===== src/rtl/spi_tx_arbiter_if.sv =====
// Bundle of FIFO-side and serializer-side signals around spi_tx_arbiter.
//   slave  : arbiter view (consumes FIFO status and serializer strobes, drives selects/status)
//   master : environment view (FIFO channels + serializer)
// Signals: ch_empty/ch_full/ch_read_data/ch_read_en (per-channel FIFO ports),
//   ser_empty/ser_full/ser_read_data/ser_read_en/ser_done (serializer side),
//   cs_n (active-low chip selects), grant_id, busy, err_timeout.
interface spi_tx_arbiter_if #(
  parameter int unsigned NUM_CH     = 2,
  parameter int unsigned DATA_WIDTH = 8
);
  localparam int unsigned GW = $clog2(NUM_CH);

  logic [NUM_CH-1:0]            ch_empty;
  logic [NUM_CH-1:0]            ch_full;
  logic [NUM_CH*DATA_WIDTH-1:0] ch_read_data;
  logic [NUM_CH-1:0]            ch_read_en;
  logic                         ser_empty;
  logic                         ser_full;
  logic [DATA_WIDTH-1:0]        ser_read_data;
  logic                         ser_read_en;
  logic                         ser_done;
  logic [NUM_CH-1:0]            cs_n;
  logic [GW-1:0]                grant_id;
  logic                         busy;
  logic                         err_timeout;

  modport slave (
    input  ch_empty, ch_full, ch_read_data, ser_read_en, ser_done,
    output ch_read_en, ser_empty, ser_full, ser_read_data, cs_n, grant_id, busy, err_timeout
  );

  modport master (
    output ch_empty, ch_full, ch_read_data, ser_read_en, ser_done,
    input  ch_read_en, ser_empty, ser_full, ser_read_data, cs_n, grant_id, busy, err_timeout
  );
endinterface


===== src/rtl/spi_tx_arbiter.sv =====
// Round-robin scheduler sharing one SPI serializer between NUM_CH transmit FIFOs.
// Grants one channel at a time, drives its chip select, muxes its FIFO read port
// to the serializer and inserts a GUARD_CYCLES chip-select gap between grants.
// Ports: clk, rst (synchronous, active high), bus (spi_tx_arbiter_if.slave).
// Optional build macro SPI_ARB_BURST_EN: up to MAX_BURST words per grant under
// one chip-select window; undefined means exactly one word per grant.
module spi_tx_arbiter #(
  parameter int unsigned NUM_CH         = 2,
  parameter int unsigned DATA_WIDTH     = 8,
  parameter int unsigned GUARD_CYCLES   = 2,
  parameter int unsigned TIMEOUT_CYCLES = 64,
  parameter int unsigned MAX_BURST      = 4
) (
  input logic             clk,
  input logic             rst,
  spi_tx_arbiter_if.slave bus
);
  localparam int unsigned GW = $clog2(NUM_CH);
  localparam int unsigned TW = $clog2(TIMEOUT_CYCLES + 1);
  localparam int unsigned CW = 4;

  // Elaboration-time guard on parameter ranges.
  if (NUM_CH < 2 || NUM_CH > 4 || GUARD_CYCLES < 1 || GUARD_CYCLES > 15 ||
      TIMEOUT_CYCLES < 1 || MAX_BURST < 1) begin : g_bad_param
    $error("spi_tx_arbiter: parameter out of range");
  end

  typedef enum logic [1:0] {ARB_IDLE, ARB_SETUP, ARB_XFER, ARB_GUARD} arb_state_e;

  arb_state_e          state;
  logic [GW-1:0]       grant_q;
  logic [CW-1:0]       guard_cnt;
  logic [TW-1:0]       tmo_cnt;
  logic                err_q;
`ifdef SPI_ARB_BURST_EN
  localparam int unsigned BW = (MAX_BURST > 2) ? $clog2(MAX_BURST) : 1;
  logic [BW-1:0]       burst_cnt;
`endif

  logic [GW-1:0]         pick;
  logic [GW-1:0]         cand;
  logic                  any_req;
  logic                  sel_empty;
  logic                  sel_full;
  logic [DATA_WIDTH-1:0] sel_data;

  // Round-robin search starting just after the last granted channel.
  always_comb begin
    pick    = grant_q;
    cand    = '0;
    any_req = 1'b0;
    for (int unsigned i = 1; i <= NUM_CH; i++) begin
      cand = GW'((32'(grant_q) + i) % NUM_CH);
      if (!any_req && !bus.ch_empty[cand]) begin
        pick    = cand;
        any_req = 1'b1;
      end
    end
  end

  // Mux of the granted channel's FIFO port.
  always_comb begin
    sel_empty = 1'b1;
    sel_full  = 1'b0;
    sel_data  = '0;
    for (int unsigned c = 0; c < NUM_CH; c++) begin
      if (grant_q == GW'(c)) begin
        sel_empty = bus.ch_empty[c];
        sel_full  = bus.ch_full[c];
        sel_data  = bus.ch_read_data[c*DATA_WIDTH +: DATA_WIDTH];
      end
    end
  end

  // Arbiter state machine, guard/timeout counters and sticky error.
  always_ff @(posedge clk) begin
    if (rst) begin
      state     <= ARB_IDLE;
      grant_q   <= GW'(NUM_CH - 1);
      guard_cnt <= '0;
      tmo_cnt   <= '0;
      err_q     <= 1'b0;
`ifdef SPI_ARB_BURST_EN
      burst_cnt <= '0;
`endif
    end else begin
      case (state)
        ARB_IDLE: begin
          if (any_req) begin
            grant_q <= pick;
            state   <= ARB_SETUP;
          end
        end
        ARB_SETUP: begin
          tmo_cnt <= '0;
`ifdef SPI_ARB_BURST_EN
          burst_cnt <= '0;
`endif
          state   <= ARB_XFER;
        end
        ARB_XFER: begin
          if (bus.ser_done) begin
`ifdef SPI_ARB_BURST_EN
            if ((32'(burst_cnt) < MAX_BURST - 1) && !sel_empty) begin
              burst_cnt <= burst_cnt + BW'(1);
              tmo_cnt   <= '0;
            end else begin
              guard_cnt <= '0;
              state     <= ARB_GUARD;
            end
`else
            guard_cnt <= '0;
            state     <= ARB_GUARD;
`endif
          end else begin
            // Saturating count; the FSM keeps waiting for done after the flag sets.
            if (tmo_cnt != TW'(TIMEOUT_CYCLES)) tmo_cnt <= tmo_cnt + TW'(1);
            if (tmo_cnt == TW'(TIMEOUT_CYCLES - 1)) err_q <= 1'b1;
          end
        end
        ARB_GUARD: begin
          if (guard_cnt == CW'(GUARD_CYCLES - 1)) state <= ARB_IDLE;
          else guard_cnt <= guard_cnt + CW'(1);
        end
        default: state <= ARB_IDLE;
      endcase
    end
  end

  logic [NUM_CH-1:0]     cs_n_d;
  logic [NUM_CH-1:0]     rd_en_d;
  logic                  ser_empty_d;
  logic                  ser_full_d;
  logic [DATA_WIDTH-1:0] ser_data_d;

  // Output decode from registered state and grant; read strobe is a pass-through.
  always_comb begin
    cs_n_d      = '1;
    rd_en_d     = '0;
    ser_empty_d = 1'b1;
    ser_full_d  = 1'b0;
    ser_data_d  = '0;
    if (state == ARB_SETUP || state == ARB_XFER) cs_n_d[grant_q] = 1'b0;
    if (state == ARB_XFER) begin
      ser_empty_d      = sel_empty;
      ser_full_d       = sel_full;
      ser_data_d       = sel_data;
      rd_en_d[grant_q] = bus.ser_read_en;
    end
  end

  assign bus.cs_n          = cs_n_d;
  assign bus.ch_read_en    = rd_en_d;
  assign bus.ser_empty     = ser_empty_d;
  assign bus.ser_full      = ser_full_d;
  assign bus.ser_read_data = ser_data_d;
  assign bus.grant_id      = grant_q;
  assign bus.busy          = (state != ARB_IDLE);
  assign bus.err_timeout   = err_q;
endmodule


===== src/flat_wrapper.sv =====
// flat-port wrapper written by rule: the top's interface ports become plain ports
module spi_tx_arbiter_flat 
#(
  parameter int unsigned NUM_CH         = 2,
  parameter int unsigned DATA_WIDTH     = 8,
  parameter int unsigned GUARD_CYCLES   = 2,
  parameter int unsigned TIMEOUT_CYCLES = 64,
  parameter int unsigned MAX_BURST      = 4
)
  (clk, rst, bus_ch_empty, bus_ch_full, bus_ch_read_data, bus_ser_read_en, bus_ser_done, bus_ch_read_en, bus_ser_empty, bus_ser_full, bus_ser_read_data, bus_cs_n, bus_grant_id, bus_busy, bus_err_timeout);
  spi_tx_arbiter_if #(.NUM_CH(NUM_CH), .DATA_WIDTH(DATA_WIDTH)) bus_i ();
  input logic clk;
  input logic rst;
  input wire logic [$bits(bus_i.ch_empty)-1:0] bus_ch_empty;
  input wire logic [$bits(bus_i.ch_full)-1:0] bus_ch_full;
  input wire logic [$bits(bus_i.ch_read_data)-1:0] bus_ch_read_data;
  input wire logic [$bits(bus_i.ser_read_en)-1:0] bus_ser_read_en;
  input wire logic [$bits(bus_i.ser_done)-1:0] bus_ser_done;
  output wire logic [$bits(bus_i.ch_read_en)-1:0] bus_ch_read_en;
  output wire logic [$bits(bus_i.ser_empty)-1:0] bus_ser_empty;
  output wire logic [$bits(bus_i.ser_full)-1:0] bus_ser_full;
  output wire logic [$bits(bus_i.ser_read_data)-1:0] bus_ser_read_data;
  output wire logic [$bits(bus_i.cs_n)-1:0] bus_cs_n;
  output wire logic [$bits(bus_i.grant_id)-1:0] bus_grant_id;
  output wire logic [$bits(bus_i.busy)-1:0] bus_busy;
  output wire logic [$bits(bus_i.err_timeout)-1:0] bus_err_timeout;
  assign bus_i.ch_empty = bus_ch_empty;
  assign bus_i.ch_full = bus_ch_full;
  assign bus_i.ch_read_data = bus_ch_read_data;
  assign bus_i.ser_read_en = bus_ser_read_en;
  assign bus_i.ser_done = bus_ser_done;
  assign bus_ch_read_en = bus_i.ch_read_en;
  assign bus_ser_empty = bus_i.ser_empty;
  assign bus_ser_full = bus_i.ser_full;
  assign bus_ser_read_data = bus_i.ser_read_data;
  assign bus_cs_n = bus_i.cs_n;
  assign bus_grant_id = bus_i.grant_id;
  assign bus_busy = bus_i.busy;
  assign bus_err_timeout = bus_i.err_timeout;
  spi_tx_arbiter #(.NUM_CH(NUM_CH), .DATA_WIDTH(DATA_WIDTH), .GUARD_CYCLES(GUARD_CYCLES), .TIMEOUT_CYCLES(TIMEOUT_CYCLES), .MAX_BURST(MAX_BURST)) u_core (.clk(clk), .rst(rst), .bus(bus_i));
endmodule

===== config.mk =====
export PLATFORM = sky130hd
export DESIGN_NAME = spi_tx_arbiter_flat
export DESIGN_NICKNAME = d
export VERILOG_FILES = /design/src/rtl/spi_tx_arbiter_if.sv /design/src/rtl/spi_tx_arbiter.sv /design/src/flat_wrapper.sv
export SDC_FILE = /design/constraint.sdc
export NUM_CORES = 1
export LEC_CHECK = 0
export ABC_AREA = 0
export CAP_MARGIN = 30
export CELL_PAD_IN_SITES_DETAIL_PLACEMENT = 1
export CELL_PAD_IN_SITES_GLOBAL_PLACEMENT = 2
export CORE_MARGIN = 10
export CORE_UTILIZATION = 21
export DETAILED_ROUTE_END_ITERATION = 8
export GPL_TIMING_DRIVEN = 0
export PLACE_DENSITY = 0.83
export SYNTH_ARGS = -nofsm -noshare
export SYNTH_HDL_FRONTEND = slang
export SYNTH_SLANG_ARGS = --single-unit

===== constraint.sdc =====
create_clock -name clk -period 1.59 [get_ports clk]
set_input_delay 0.318 -clock clk [delete_from_list [all_inputs] [get_ports clk]]
set_output_delay 0.318 -clock clk [all_outputs]
set_load 0.03 [all_outputs]

# After elaboration in Yosys (flattened, before gate mapping)
# Cells that the tools add are included.
[word_totals]
regBits = 15
input_bits = 24
output_inout_bits = 17
wordCells = 70
[op_classes]
addsub = 4
order_cmp = 4
n_eq_ne = 13
mux = 28
n_bitwise = 3
n_reduce_logical = 13
[ops]
columns = ["cell", "n"]
rows = [
  ["2-to-1 mux 8 bit", 2],
  ["AND reduction 3 bit", 5],
  ["2-to-1 mux 7 bit", 2],
  ["one-hot mux 7 bit (2 select lines)", 1],
  ["2-to-1 mux 1 bit", 13],
  ["2-to-1 mux 2 bit", 5],
  ["2-to-1 mux 4 bit", 2],
  ["inequality test 2 bit, second input constant", 4],
  ["one-hot mux 2 bit (4 select lines)", 1],
  ["one-hot mux 4 bit (2 select lines)", 1],
  ["adder 7 x 1 -> 7 bit, second input constant", 1],
  ["== test 7 x 6 -> 1 bit, second input constant", 1],
  ["inequality test 7 bit, second input constant", 1],
  ["< comparator 1 x 2 -> 1 bit, second input constant", 3],
  ["inequality test 2 x 1 -> 1 bit, second input constant", 3],
  ["nonzero test 2 bit", 3],
  ["adder 4 x 1 -> 4 bit, second input constant", 1],
  ["== test 2 bit, second input constant", 2],
  ["== test 4 x 1 -> 1 bit, second input constant", 1],
  ["adder 1 bit, second input constant", 2],
  ["AND 2 bit", 1],
  ["== test 2 x 1 -> 1 bit, second input constant", 1],
  ["logical AND 1 bit", 2],
  ["logical NOT 2 bit", 1],
  ["other kinds (6)", 6],
]

# Logic depth before layout (Yosys ltp)
[logic_depth]
depth_word = 8
ltp_mapped = 7

# Worst setup path before layout
# Ideal clock, no wire load.
[synth_path]
path_kind = "flip-flop to output port"
from = "reg u_core.grant_q, in the netlist u_core.bus.grant_id"
to = "out bus_ser_read_data[0]"
t_arrival_ps = 1500
slack_ps = -228
path_stages_with_launch = 5
cell_sequence = "dfxtp_1 buf_2 buf_2 mux2i_1 nor2b_1"
[synth_via]
elab_chain_len = 2
[synth_lines]
columns = ["element", "line", "source"]
rows = [
  ["start, declared", "spi_tx_arbiter.sv:31", "logic [GW-1:0] grant_q;"],
  ["start signal, assigned", "spi_tx_arbiter.sv:79", "grant_q <= GW'(NUM_CH - 1);"],
  ["start signal, assigned", "spi_tx_arbiter.sv:90", "grant_q <= pick;"],
  ["2-to-1 mux 8 bit", "spi_tx_arbiter.sv:67", "if (grant_q == GW'(c)) begin"],
  ["2-to-1 mux 8 bit", "spi_tx_arbiter.sv:144", "if (state == ARB_XFER) begin"],
  ["end, declared", "flat_wrapper.sv:22", "output wire logic [$bits(bus_i.ser_read_data)-1:0] bus_ser_read_data;"],
]
# Every way passes these cells.

# Worst setup path in the final report
[layout_path]
from = "reg u_core.state[0]"
to = "out bus_ch_read_en[1]"
[layout_via]
elab_chain_len = 2
[layout_lines]
columns = ["element", "line", "source"]
rows = [
  ["start, declared", "spi_tx_arbiter.sv:30", "arb_state_e state;"],
  ["start signal, assigned", "spi_tx_arbiter.sv:78", "state <= ARB_IDLE;"],
  ["start signal, assigned", "spi_tx_arbiter.sv:91", "state <= ARB_SETUP;"],
  ["start signal, assigned", "spi_tx_arbiter.sv:99", "state <= ARB_XFER;"],
  ["== test 2 bit", "spi_tx_arbiter.sv:144", ""],
  ["2-to-1 mux 2 bit", "spi_tx_arbiter.sv:144", ""],
  ["end, declared", "flat_wrapper.sv:19", "output wire logic [$bits(bus_i.ch_read_en)-1:0] bus_ch_read_en;"],
]
# Every way passes these cells.

==> results.cfg <==
[outcome]
outcome = finished with violations
violations = negative setup slack

[sta]
setup_viol = 2
fmax_mhz = 624
slew_violations = 0
setup_tns_ns = -0.0245
worst_slew_pin_slew_ns = 0.538
min_period_ns = 1.60
rsz0062_at_grt = yes
relSlewSlack_pct = 64.1
worst_clock_skew_ns = 0.00188
hold_viol_final = 0
fin_ws_ns = -0.0135
whs_ns = 0.459
timing.final.crit_share_pct = 101

[clocking]
clk_pin_slew_ns = 0.06
htree_levels = 1
cts-buffers-inserted = 3
clock-sinks = 15
insertion_delay_ns = 0.25
cts_root_buffer = clkbuf_8
cts_buffer_depth = 2
tritoncts = yes

[synth]
syn_avg_cell_area_um2 = 8.32
synth_fa_ha_area_share_pct = 9.47
yosysWarnings = 0
ys_ff_latch = 15
syn_area_um2 = 1060
synth_nets = 159
synth_compound_area_share_pct = 17.9
synth_top_family_by_area = simple AND/OR/NAND/NOR gates
synth_mux_area_share_pct = 11.5
synth_xor_area_share_pct = 0
yosys.area_share.simple_pct = 27.3
synthCells = 127
yosysUniqueCellTypes = 34
synth-seq-area-share_pct = 28.4

[setup_path]
worst_setup_path_end_kind = output port
path_cells = inv_4 > ha_4 > buf_6 > and3_4 > buf_6
critPathMaxFanout = 5
cp_common_cell = buf_6
reg2reg_from = u_core.guard_cnt[1]
cp_data_required_time_ns = 1.27
r2r_cells = 6
max_stage_delay_ns = 0.36
arrival_ns = 1.29
cp-start-kind = flop
crit_type = flop to output port
critPathLaunch = u_core.state[0]
cp_slowest_cell = dfxtp_4

[worst_hold_path]
hold_path.class = flop to flop
hold_depth = 1
holdCritStartpoint = u_core.bus.err_timeout

[global_routing]
antenna_found_initial = 0
grt_max_degree = 11
grt_pass1_wl_mm = 6.40
grt_pass1_vias = 1204
grt_overflow = 0
gr-usage-all-layers_pct = 9.37

[route]
viasPerCell = 4.65
first_iter_violations = 20
routed_wl_mm = 4.10
wl_per_cell_um = 16.1
drc = 0
ant_nets = 0
num_vias = 1180
drt_first_pass_iters = 4

[die]
initial_core_util_pct = 22.1
rows = 25
pin_count = 41
die_w_um = 91.0
die_area_um2 = 8270
coreArea_um2 = 4790
die_h_um = 91.0

[placed_design]
io_buffers = 40
dp_hpwl_mm = 2.71
gp_congestion = 0.715
pre_cts_ws_ns = -0.579

[finish]
multiInputGateArea_um2 = 911
n_antenna_cell = 0
final_cell_mix = clkdlybuf4s50_1, buf_4, buf_6
final_nets = 220
final-seq-area_um2 = 314
layout_commonest_cell = clkdlybuf4s50_1
area_growth_pct = 90.8
fillerInstances = 553
drive_gt1_share_pct = 40.6

[run]
max_cap_violations = 0

[pwr]
leakagePower_nw = 0.798
p_per_area_nw_per_um2 = 1300
ir_worst_vdd_mv = 0.570
sequential cells by signal, indices dropped and copies added, names as in the netlist:
name                    flops
u_core.bus.err_timeout      1
u_core.tmo_cnt              7
u_core.state                2
u_core.bus.grant_id         1
u_core.guard_cnt            4
cell families (layout without fill, tap and decap cells):
group	after synthesis	in the layout
mux	12	12
flops	15	15
simple gates	50	50
buf+inv	14	74
compound gates	28	28
fa+ha+maj	8	8
final timing paths:
check                                 to  slack (ns)
setup / recovery       bus_ch_read_en[1]       -0.01
hold / removal    u_core.bus.err_timeout        0.46
setup reg to reg         u_core.state[1]        0.03
hold reg to reg   u_core.bus.err_timeout        0.46
critical path, delay by kind of cell, from the launching register on:
family / cells / cell delay (ns)
buffers and inverters: 3 / 0.32
and+or+nand+nor: 1 / 0.17
adders and majority gates: 1 / 0.18
DFF: 1 / 0.36
layer usage:
metal	track usage, %	vias to the layer above	share of wire [%]
li1	-	567	-
met4	1.96	0	0.71
met2	14.8	46	45
met1	12.0	562	49
met3	3.21	5	5.5
met5	0	-	0
cell usage after synthesis:
cell / number / area (um2)
a211oi_1: 3 / 22.5
a211oi_4: 1 / 20.0
a21bo_1: 1 / 10.0
a21oi_1: 10 / 50.1
a311o_1: 1 / 10.0
a31oi_1: 1 / 6.26
and2_1: 1 / 6.26
and3_1: 5 / 31.3
buf_2: 4 / 20.0
clkbuf_1: 2 / 7.51
dfxtp_1: 15 / 300
ha_1: 8 / 100
inv_1: 8 / 30.0
mux2_2: 1 / 11.3
mux2i_1: 11 / 110
nand2_1: 8 / 30.0
nand2b_1: 3 / 18.8
nand3_1: 3 / 15.0
nand3b_1: 1 / 7.51
nand4_1: 2 / 12.5
nand4b_1: 1 / 8.76
nor2_1: 7 / 26.3
nor2b_1: 11 / 68.8
nor3_1: 3 / 15.0
nor3b_1: 1 / 7.51
nor4b_2: 1 / 15.0
o21a_1: 2 / 15.0
o21ai_0: 6 / 30.0
o311ai_0: 1 / 8.76
o31a_1: 1 / 8.76
o31ai_1: 1 / 7.51
or3_1: 1 / 6.26
or3b_1: 1 / 8.76
or3b_4: 1 / 11.3
report_power, final:
group,switching (mW),internal [mW]
logic,0.868,0.936
clock network,0.135,0.178
registers,0.0612,0.437
total,1.07,1.55
repair_timing:
action	4_1_cts	5_1_grt
cloned	2	0
hold buffers	0	0
buffers inserted	11	4
endpoints found under the setup margin	26	25
pin swaps	2	5
resized for setup	131	35
metrics by stage:
step | power (mW) | instances | area [um2] | util, %
3_5_place_dp | 1.68 | 234 | 1560 | 32.5
3_3_place_gp | 1.66 | 234 | 1560 | 32.5
4_1_cts | 2.33 | 251 | 1850 | 38.7
2_1_floorplan | 1.23 | 127 | 1070 | -
6_report | 2.62 | 254 | 2020 | 42.1
5_1_grt | 2.77 | 254 | 2020 | 42.1
cell type report:
type / instances / area share, %
Tap cell: 67 / 4.16
Timing Repair Buffer: 57 / 28.4
Sequential cell: 15 / 15.6
Inverter: 8 / 1.61
Buffer: 5 / 2.85
Multi-Input combinational cell: 98 / 45.2
Clock buffer: 4 / 2.23
Power figures use the tool's default switching activity.
